--- src/rtl/blink_seq_ctrl.sv ---
// Run/pause/sweep controller for the LED blink engine: selects manual speed
// control or an automatic 0->3->0 ping-pong sweep with a programmable dwell.
//
// state  | meaning
// IDLE   | blinker off, waiting for START
// MANUAL | blinker on, speed driven by UP/DOWN pulses
// SWEEP  | blinker on, speed stepped automatically every dwell period
// PAUSE  | blinker off, counters and speed frozen until START
module blink_seq_ctrl #(
    parameter int DIV_W       = 25,
    parameter int DWELL_TICKS = 4
) (
    input  logic       CLK,
    input  logic       RST,
    input  logic       START,
    input  logic       STOP,
    input  logic       AUTO,
    input  logic       UP,
    input  logic       DOWN,
    output logic [1:0] SPEED,
    output logic       LEDEN,
    output logic [1:0] STATE,
    output logic       STEP
);

    typedef enum logic [1:0] {
        ST_IDLE   = 2'd0,
        ST_MANUAL = 2'd1,
        ST_SWEEP  = 2'd2,
        ST_PAUSE  = 2'd3
    } state_t;

    localparam logic [7:0] DWELL_LAST = 8'(DWELL_TICKS - 1);

    state_t             state_q, state_d;
    logic [1:0]         speed_q, speed_d;
    logic               leden_q, leden_d;
    logic               step_q, step_d;
    logic [DIV_W-1:0]   presc_q, presc_d;
    logic [7:0]         dwell_q, dwell_d;
    logic               dir_up_q, dir_up_d;
    logic               was_sweep_q, was_sweep_d;

    always_comb begin
        state_d     = state_q;
        speed_d     = speed_q;
        step_d      = 1'b0;
        presc_d     = presc_q;
        dwell_d     = dwell_q;
        dir_up_d    = dir_up_q;
        was_sweep_d = was_sweep_q;

        case (state_q)
            ST_IDLE: begin
                if (START && !STOP) begin
                    if (AUTO) begin
                        state_d  = ST_SWEEP;
                        presc_d  = '0;
                        dwell_d  = 8'd0;
                        dir_up_d = 1'b1;
                    end else begin
                        state_d = ST_MANUAL;
                    end
                end
            end
            ST_MANUAL: begin
                if (STOP) begin
                    state_d = ST_IDLE;
                end else if (START) begin
                    state_d     = ST_PAUSE;
                    was_sweep_d = 1'b0;
                end else if (AUTO) begin
                    state_d  = ST_SWEEP;
                    presc_d  = '0;
                    dwell_d  = 8'd0;
                    dir_up_d = 1'b1;
                end else if (UP) begin
                    if (speed_q != 2'd3) speed_d = speed_q + 2'd1;
                end else if (DOWN) begin
                    if (speed_q != 2'd0) speed_d = speed_q - 2'd1;
                end
            end
            ST_SWEEP: begin
                if (STOP) begin
                    state_d = ST_IDLE;
                end else begin
                    // Counting continues on the pausing edge; leaving for MANUAL does not count.
                    if (AUTO) begin
                        presc_d = presc_q + DIV_W'(1);
                        if (&presc_q) begin
                            if (dwell_q == DWELL_LAST) begin
                                dwell_d = 8'd0;
                                step_d  = 1'b1;
                                if (dir_up_q) begin
                                    if (speed_q == 2'd3) begin
                                        speed_d  = 2'd2;
                                        dir_up_d = 1'b0;
                                    end else begin
                                        speed_d = speed_q + 2'd1;
                                    end
                                end else begin
                                    if (speed_q == 2'd0) begin
                                        speed_d  = 2'd1;
                                        dir_up_d = 1'b1;
                                    end else begin
                                        speed_d = speed_q - 2'd1;
                                    end
                                end
                            end else begin
                                dwell_d = dwell_q + 8'd1;
                            end
                        end
                    end
                    if (START) begin
                        state_d     = ST_PAUSE;
                        was_sweep_d = 1'b1;
                    end else if (!AUTO) begin
                        state_d = ST_MANUAL;
                    end
                end
            end
            ST_PAUSE: begin
                if (STOP) begin
                    state_d = ST_IDLE;
                end else if (START) begin
                    if (AUTO) begin
                        state_d = ST_SWEEP;
                        if (!was_sweep_q) begin
                            presc_d  = '0;
                            dwell_d  = 8'd0;
                            dir_up_d = 1'b1;
                        end
                    end else begin
                        state_d = ST_MANUAL;
                    end
                end
            end
            default: state_d = ST_IDLE;
        endcase

        leden_d = (state_d == ST_MANUAL) || (state_d == ST_SWEEP);
    end

    always_ff @(posedge CLK) begin
        if (RST) begin
            state_q     <= ST_IDLE;
            speed_q     <= 2'd0;
            leden_q     <= 1'b0;
            step_q      <= 1'b0;
            presc_q     <= '0;
            dwell_q     <= 8'd0;
            dir_up_q    <= 1'b1;
            was_sweep_q <= 1'b0;
        end else begin
            state_q     <= state_d;
            speed_q     <= speed_d;
            leden_q     <= leden_d;
            step_q      <= step_d;
            presc_q     <= presc_d;
            dwell_q     <= dwell_d;
            dir_up_q    <= dir_up_d;
            was_sweep_q <= was_sweep_d;
        end
    end

    assign SPEED = speed_q;
    assign LEDEN = leden_q;
    assign STATE = state_q;
    assign STEP  = step_q;

endmodule

--- config.mk ---
export PLATFORM = sky130hd
export DESIGN_NAME = blink_seq_ctrl
export DESIGN_NICKNAME = d
export VERILOG_FILES = /design/src/rtl/blink_seq_ctrl.sv
export SDC_FILE = /design/constraint.sdc
export NUM_CORES = 1
export LEC_CHECK = 0
export CORE_MARGIN = 3
export CORE_UTILIZATION = 60
export CTS_BUF_LIST = sky130_fd_sc_hd__clkbuf_16
export CTS_CLUSTER_SIZE = 20
export DETAILED_ROUTE_END_ITERATION = 16
export PLACE_DENSITY = 0.8
export SYNTH_ARGS = -nofsm -noshare
export SYNTH_HDL_FRONTEND = slang
export SYNTH_SLANG_ARGS = --single-unit
--- constraint.sdc ---
create_clock -name CLK -period 3.1 [get_ports CLK]
set_input_delay 0.62 -clock CLK [delete_from_list [all_inputs] [get_ports CLK]]
set_output_delay 0.62 -clock CLK [all_outputs]
set_load 0.01 [all_outputs]
Yosys cells after proc, flatten, opt, wreduce, memory -nomap -nowiden
Index checks and enable logic that the tools add are counted.
{"block": "word_totals", "out_inout_bits": 6, "input_bits": 7, "ff_bits": 41}
{"block": "classes", "reduce_logical": 14, "n_eq_ne": 25, "muxes": 72, "n_bitwise": 3, "addsub": 4}
{"cell": "$mux 25", "n": 10}
{"cell": "$pmux 25 s4", "n": 1}
{"cell": "$mux 8", "n": 12}
{"cell": "$mux 2", "n": 24}
{"cell": "$pmux 8 s4", "n": 1}
{"cell": "$ne 2x2->1 const B", "n": 15}
{"cell": "$add 25x1->25 const B", "n": 1}
{"cell": "$reduce_and 25->1", "n": 1}
{"cell": "$reduce_and 11->1", "n": 2}
{"cell": "$mux 1", "n": 20}
{"cell": "$reduce_and 10->1", "n": 1}
{"cell": "$ne 3x3->1 const B", "n": 3}
{"cell": "$reduce_and 9->1", "n": 1}
{"cell": "$add 8x1->8 const B", "n": 1}
{"cell": "$eq 2x2->1 const B", "n": 4}
{"cell": "$eq 8x2->1 const B", "n": 1}
{"cell": "$pmux 2 s4", "n": 1}
{"cell": "$reduce_and 5->1", "n": 1}
{"cell": "$reduce_or 5->1", "n": 1}
{"cell": "$eq 2x1->1 const B", "n": 2}
{"cell": "$logic_not 2->1", "n": 2}
{"cell": "$pmux 1 s4", "n": 1}
{"cell": "$pmux 2 s2", "n": 1}
{"cell": "$reduce_bool 2->1", "n": 2}
{"cell": "other kinds (7)", "n": 9}

Depth between registers and ports, before layout
Gate-level depths: netlist of run 1.
{"block": "logic_depth", "word_depth": 8, "depth_mapped": 7}

Least setup slack after synthesis of run 1
No wires, ideal clock.
{"block": "synth_path", "path_type": "in2reg", "startpoint": "input port START", "endpoint": "register presc_q[0]", "path_stages": 7, "setup_slack_ns": 0.810, "required_ns": 2.972, "arrival_time_ns": 2.162, "path_buffers": 3, "cell_sequence": "clkbuf_1 > nor3b_1 > o31a_1 > clkbuf_1 > a21o_1 > clkbuf_1 > nor2_1"}
{"block": "synth_between", "elab_chain_len": 3, "word_cells_on_any_way": 5}
{"item": "from (decl)", "line_no": "15", "source": "input logic START,"}
{"item": "$logic_and 1x1->1", "line_no": "55", "source": "if (START && !STOP) begin"}
{"item": "$ne 2x2->1 (no source line)"}
{"item": "$reduce_and 9->1 (no source line) *"}
{"item": "to (signal assigned)", "line_no": "159", "source": "presc_q <= presc_d;"}
{"item": "to (decl)", "line_no": "39", "source": "logic [DIV_W-1:0] presc_q, presc_d;"}
Every way passes the cells marked *; elsewhere a longest branch is shown, timed or not.
A chain may end at the register's enable or synchronous reset.

Worst setup path in the final report of run 1
{"block": "layout_path", "startpoint": "register dwell_q[0]", "endpoint": "register dir_up_q"}
{"block": "layout_between", "elab_chain_len": 3}
{"item": "from (decl)", "line_no": "40", "source": "logic [7:0] dwell_q, dwell_d;"}
{"item": "from (signal assigned)", "line_no": "160", "source": "dwell_q <= dwell_d;"}
{"item": "$eq 8x2->1", "line_no": "91", "source": "if (dwell_q == DWELL_LAST) begin"}
{"item": "$ne 2x2->1 (no source line)"}
{"item": "$reduce_and 11->1 (no source line)"}
{"item": "to (signal assigned)", "line_no": "161", "source": "dir_up_q <= dir_up_d;"}
{"item": "to (decl)", "line_no": "41", "source": "logic dir_up_q, dir_up_d;"}
Every way passes these cells.

==> flow_summary.yaml, run 1 <==
logic_synthesis:
  synth_seq_cells: 41
  synth_flop_cell: "dfxtp_1"
  synthArstFlopShare_pct: 0
  post-synth-top-area-cell: "dfxtp_1"
  netlist_area_um2: 2190
  synth_edf_count: 0
  avgSynthCellArea_um2: 8.170
  yosysSeqAreaShare_pct: 37.49
  synthCells: 268
  yosys_warnings: 0
  synthesis.nets: 280
  synth_cell_type_count: 47
  synthTopCellsByArea: "dfxtp_1 (37%), nor2_1 (5.3%), xor2_1 (5.2%)"
  synth_top_area_share_pct: 37.49
setup_path:
  worstPathArrival_ns: 2.59
  critPathMaxStageDelay_ns: 0.51
  cp-end-kind: "register"
  critPathLaunchType: "register"
  worstPathCellList: "ha_1, or4b_1, o21ai_1, o21ai_0, or3_1, a221o_1"
  cp_max_fo: 5
  required_ns: 3.27
  path_class: "reg2reg"
  slowest_stage: "or4b_1"
clock_tree:
  cts_tree: "yes"
  cts.sinks: 41
  cts_buffers: 5
  postCtsHoldBufs: 0
  clkTransAtPathRegs_ns: 0.06
  post_cts_resized: 0
  htreeDepth: 2
  clkLatencyLatePin_ns: 0.28
  cts_setup_buffers: 0
  cts_root_buf: "clkbuf_16"
  cts_max_path_buffers: 2
global_routing:
  grt_pass1_wl_mm: 7.728
  antenna_found_initial: 0
  grt_pass1_vias: 1777
  grt_max_degree: 25
  grtUsageTotal_pct: 22.27
  grt_overflow_total: 0
layout:
  seqCellArea_um2: 820.8
  diodes: 0
  area_delta_synth_final_pct: 15.14
  final_common_cell: "dfxtp_1"
  final_cell_mix: "dfxtp_1 (41), nor2_1 (31), nand2_1 (23), nand3_1 (18), a21oi_1 (18)"
  num-fill-cells: 274
  finalInstanceArea_um2: 2521
  multi_input_area_um2: 1308
  post_route_cells_drive_above_1_share_pct: 8.070
  nets: 297
floorplanning:
  die_y_um: 66.41
  num_rows: 21
  fp.dieW_um: 66.41
  start_util_pct: 64.10
  ios: 13
  core_um2: 3416
  die_area_um2: 4410
flow_run:
  cap_viol_max_count: 0
sta:
  fmax_mhz: 413.9
  finalCritPeriodShare_pct: 77.94
  tns_ns: 0
  fin_worst_skew_ns: 0.003250
  rsz0062_at_grt: "no"
  slew_violations: 0
  slew_headroom_pct: 62.54
  finalSetupViolations: 0
  layout_min_cycle_time_ns: 2.416
  hold_viol_final: 0
  tightest_slew_ns: 0.5619
power_and_ir_drop:
  total_leakage_power_nw: 0.9057
  swShare_pct: 22.06
  power_frac_seq_pct: 49.2
  clockPowerShare_pct: 44.4
  irDropWorstVdd_v: 0.0003554
  p_switching_mw: 0.2417
  p_comb_share_pct: 6.3
  p_int_mw: 0.8540
  power.density_nw_per_um2: 434.6
route:
  dr_total_vias: 1903
  ant_nets: 0
  wl_per_cell_um: 13.15
  viasPerCell: 5.749
  drt_iter0_drc: 95
  drc: 0
  first_pass_iters: 4
  totalWireLength_mm: 4.351
placement:
  placed_cell_area_um2: 2385
  dpl.hpwl_mm: 3.029
  port_buffers: 12
  globalplace.congestion: 0.7878
worst_hold_path:
  hold_path.class: "reg2reg"
status:
  outcome: "finished clean"
[worst paths after layout]
kind	from	end	slack, ns	cells after the start
worst max-delay path	dwell_q[0]$_SDFFE_PP0P_	dir_up_q$_SDFFE_PP1P_	0.68	6
worst min-delay path	presc_q[10]$_SDFFE_PP0P_	presc_q[10]$_SDFFE_PP0P_	0.47	2
worst max register to register	dwell_q[0]$_SDFFE_PP0P_	dir_up_q$_SDFFE_PP1P_	0.68	6
worst min register to register	presc_q[10]$_SDFFE_PP0P_	presc_q[10]$_SDFFE_PP0P_	0.47	2
[cell usage after synthesis (all sizes together), types with 2 or more instances]
master / count
a21oi: 18
nor4: 7
nand4: 6
and2: 2
buf: 3
o21ai: 13
or2: 3
xor2: 13
nand2: 24
o311a: 2
nor2b: 3
a2111oi: 2
nand2b: 4
nor3b: 2
o2bb2ai: 3
dfxtp: 41
nand3: 18
a211oi: 3
o21a: 2
nor3: 6
and3: 4
a21o: 6
clkbuf: 6
or3: 8
o31ai: 2
inv: 7
or4: 2
xnor2: 11
nor2: 31
ha: 5
[stage by stage]
step / util [%] / power [mW] / hold slack, ns / setup slack [ns] / std cells
2_1_floorplan: - / 0.5945 / 0.4451 / 0.8100 / 268
3_3_place_gp: 69.82 / 0.6186 / 0.4593 / 0.5102 / 324
3_5_place_dp: 69.82 / 0.6197 / 0.4632 / 0.4605 / 324
4_1_cts: 73.81 / 1.106 / 0.4712 / 0.6988 / 331
5_1_grt: 73.81 / 1.136 / 0.5037 / 0.4909 / 331
6_report: 73.81 / 1.096 / 0.4709 / 0.6839 / 331
[kinds of logic (layout without fill, tap and decap cells)]
logic type,count (synthesis),count (layout),share of synthesized area (%)
adder cells (fa/ha/maj),5,5,2.857
buffers and inverters,16,33,2.800
AND/OR/NAND/NOR,123,123,29.49
AO/OA/AOI/OAI,59,59,17.77
flip-flops,41,41,37.49
XOR/XNOR,24,24,9.600
[state kept, by name, indices dropped and copies added (netlist names)]
signal	count
dwell_q	8
dir_up_q	1
SPEED	2
STATE	2
STEP	1
LEDEN	1
presc_q	25
was_sweep_q	1
[layer usage]
metal / GRT usage [%] / wire [um] / vias up
li1: - / - / 990
met1: 29.20 / 2186 / 876
met2: 36.31 / 1955 / 30
met3: 5.272 / 157 / 7
met4: 6.091 / 52 / 0
met5: 0 / 0 / -
[layout make-up]
| cell class | count | share of cell area (%) |
|---|---|---|
| well taps | 46 | 2.283 |
| clock buffers | 5 | 4.963 |
| clock inverters | 2 | 0.4466 |
| repair buffers | 19 | 6.849 |
| flip-flops and latches | 41 | 32.56 |
| inverters | 7 | 1.042 |
| multi-input cells | 211 | 51.86 |
[power by group through the flow]
stage	Sequential (mW)	Combinational, mW	Clock [mW]
floorplan	0.549	0.0458	0
global placement	0.551	0.0678	0
detailed placement	0.551	0.0690	0
CTS	0.539	0.0696	0.497
global route	0.540	0.0769	0.519
finish	0.540	0.0696	0.487
[critical path: cells and delay by family, from the launching register on]
family	cells	cell delay [ns]
adder cells (fa/ha/maj)	1	0.23
AND/OR/NAND/NOR	2	0.84
flip-flops	1	0.40
AO/OA/AOI/OAI	3	0.83
Power figures use the tool's default switching activity.
==> run 2: changes to the inputs <==
--- a/config.mk
+++ b/config.mk
@@ -6,11 +6,11 @@
 export NUM_CORES = 1
 export LEC_CHECK = 0
 export CORE_MARGIN = 3
-export CORE_UTILIZATION = 60
+export CORE_UTILIZATION = 59
 export CTS_BUF_LIST = sky130_fd_sc_hd__clkbuf_16
 export CTS_CLUSTER_SIZE = 20
 export DETAILED_ROUTE_END_ITERATION = 16
-export PLACE_DENSITY = 0.8
+export PLACE_DENSITY = 0.79
 export SYNTH_ARGS = -nofsm -noshare
 export SYNTH_HDL_FRONTEND = slang
 export SYNTH_SLANG_ARGS = --single-unit
==> constraint.sdc (replaced) <==
create_clock -name CLK -period 2.32 [get_ports CLK]
set_input_delay 0.464 -clock CLK [delete_from_list [all_inputs] [get_ports CLK]]
set_output_delay 0.464 -clock CLK [all_outputs]
set_load 0.01 [all_outputs]
==> run 2 against run 1 <==
Effect of this change:
- first-iteration DRC count increased by 43%
- flip-flop and latch count unchanged
- sequential power grew 33%
- register-to-register slack got worse by 0.55 ns
- critical path depth decreased by 1
- critical path type unchanged
- count of clock-buffer cells in the layout unchanged
- sequential share of layout area decreased by 1.7 points
- utilization grew 3.5 points
- via count is 4.2% higher
- power is 35% higher
==> flow_summary.yaml, run 2 (synthesis results as in run 1) <==
status:
  outcome: "finished clean"
global_routing:
  antenna_found_initial: 0
  use_met3_pct: 6.071
  use_met1_pct: 28.34
  grt_pass1_wl_mm: 8.100
  grtUsageTotal_pct: 23.47
  grt_max_degree: 25
  grt_overflow_total: 0
  grt_busiest_layer: "met2"
  grt_use_met2_pct: 40.35
  grt_pass1_vias: 1913
sta:
  fin_worst_skew_ns: 0.003812
  fmax_mhz: 456.5
  holdWs_ns: 0.4711
  tightest_slew_ns: 0.3871
  finalCritPeriodShare_pct: 94.42
  rsz0062_at_grt: "no"
  tns_ns: 0
  finalSetupViolations: 0
  layout_min_cycle_time_ns: 2.190
  slew_violations: 0
  hold_viol_final: 0
  slew_headroom_pct: 73.95
route:
  drt_iter0_drc: 136
  totalWireLength_mm: 4.604
  dr_total_vias: 1982
  drc: 0
  wl_per_cell_um: 13.19
  first_pass_iters: 5
  ant_nets: 0
  viasPerCell: 5.679
clock_tree:
  postCtsHoldBufs: 0
  cts_tree: "yes"
  cts_max_path_buffers: 2
  cts_setup_buffers: 0
  clkTransAtPathRegs_ns: 0.06
  htreeDepth: 2
  cts_buffers: 5
  post_cts_resized: 0
  cts.sinks: 41
  clkLatencyLatePin_ns: 0.28
  cts_root_buf: "clkbuf_16"
worst_hold_path:
  min_to: "presc_q[10]$_SDFFE_PP0P_"
  worstHoldPathCells: 2
  hold_path.class: "reg2reg"
  hp-start: "presc_q[10]$_SDFFE_PP0P_"
floorplanning:
  ios: 13
  start_util_pct: 63.61
  fp.dieW_um: 66.92
  num_rows: 21
  die_area_um2: 4478
  core_um2: 3442
  die_y_um: 66.92
flow_run:
  cap_viol_max_count: 0
setup_path:
  rrSetupSlack_ns: 0.13
  critPathLaunchType: "register"
  regToRegEndpoint: "dwell_q[3]$_SDFFE_PP0P_"
  path_class: "reg2reg"
  worstPathArrival_ns: 2.40
  required_ns: 2.53
  worst_r2r_path_depth: 5
  cp_max_fo: 5
  crit_start: "presc_q[3]$_SDFFE_PP0P_"
  cp-end-kind: "register"
  reg2reg_from: "presc_q[3]$_SDFFE_PP0P_"
power_and_ir_drop:
  power.density_nw_per_um2: 557.0
  total_leakage_power_nw: 1.001
  irDropWorstVdd_v: 0.0003729
layout:
  post_route_cells_drive_above_1_share_pct: 13.20
  largest_reg_flops: 25
  reg_top3: "presc_q (25), dwell_q (8)"
  nets: 314
  regMostFlops: "presc_q"
  final_common_cell: "dfxtp_1"
  final_cell_mix: "dfxtp_1 (41), nor2_1 (31), nand2_1 (23), buf_4 (23)"
  area_delta_synth_final_pct: 21.60
  diodes: 0
placement:
  globalplace.congestion: 0.8565
  dpl.hpwl_mm: 3.425
  port_buffers: 12
run 2: changes by cell type in the layout (fill, tap and decap cells not counted):
cell,before,now
clkinvlp_4,1,0
clkinv_1,1,2
buf_4,7,23
clkinv_2,0,1
buf_12,0,1
run 2: metrics by stage:
| step | std cells | utilization, % | setup slack (ns) | total power [mW] | cell area [um2] |
|---|---|---|---|---|---|
| final | 349 | 77.35 | 0.1296 | 1.483 | 2663 |
| after global routing | 349 | 77.35 | 0.01103 | 1.542 | 2663 |
| after CTS | 349 | 77.35 | 0.1166 | 1.497 | 2663 |
| after detailed placement | 341 | 73.36 | 0.04601 | 0.8465 | 2525 |
| after global placement | 341 | 73.36 | 0.07649 | 0.8448 | 2525 |
| after floorplan | 268 | - | 0.1860 | 0.7943 | 2190 |
run 2: metal layers:
layer  vias to the layer above  wire length (um)  part of all wire [%]
met4                         0                79                   1.7
li1                       1033                 -                     -
met1                       923              2235                    49
met2                        19              2190                    48
met5                         -                 0                     0
met3                         7                98                   2.1
run 2: worst max-delay path by stage:
stage | end | slack [ns] | cells after the start
2_1_floorplan | presc_q[0]$_SDFFE_PP0P_ | 0.19 | 7
3_3_place_gp | dwell_q[7]$_SDFFE_PP0P_ | 0.08 | 7
3_5_place_dp | presc_q[22]$_SDFFE_PP0P_ | 0.05 | 7
4_1_cts | dwell_q[3]$_SDFFE_PP0P_ | 0.12 | 5
5_1_grt | dir_up_q$_SDFFE_PP1P_ | 0.01 | 6
6_report | dwell_q[3]$_SDFFE_PP0P_ | 0.13 | 5
run 2: worst max-delay path, cell delays in order (launching register included):
cell and delay (ns):
dfxtp_1 0.40, nand4_2 0.14, or4_4 0.59, or4_4 0.58, or2_4 0.28, o2bb2ai_1 0.13
run 2: report_power, final:
group / total [mW] / internal, mW / switching [mW]
registers: 0.719 / 0.711 / 0.00772
logic: 0.113 / 0.0563 / 0.0572
clock network: 0.651 / 0.388 / 0.262
total: 1.48 / 1.16 / 0.327
run 2: area by class of cell:
type | count | area [um2]
inverters | 7 | 26.28
clock inverters | 3 | 12.51
repair buffers | 36 | 312.8
flip-flops and latches | 41 | 820.8
multi-input cells | 211 | 1308
fillers | 259 | 779.5
well taps | 46 | 57.56
clock buffers | 5 | 125.1
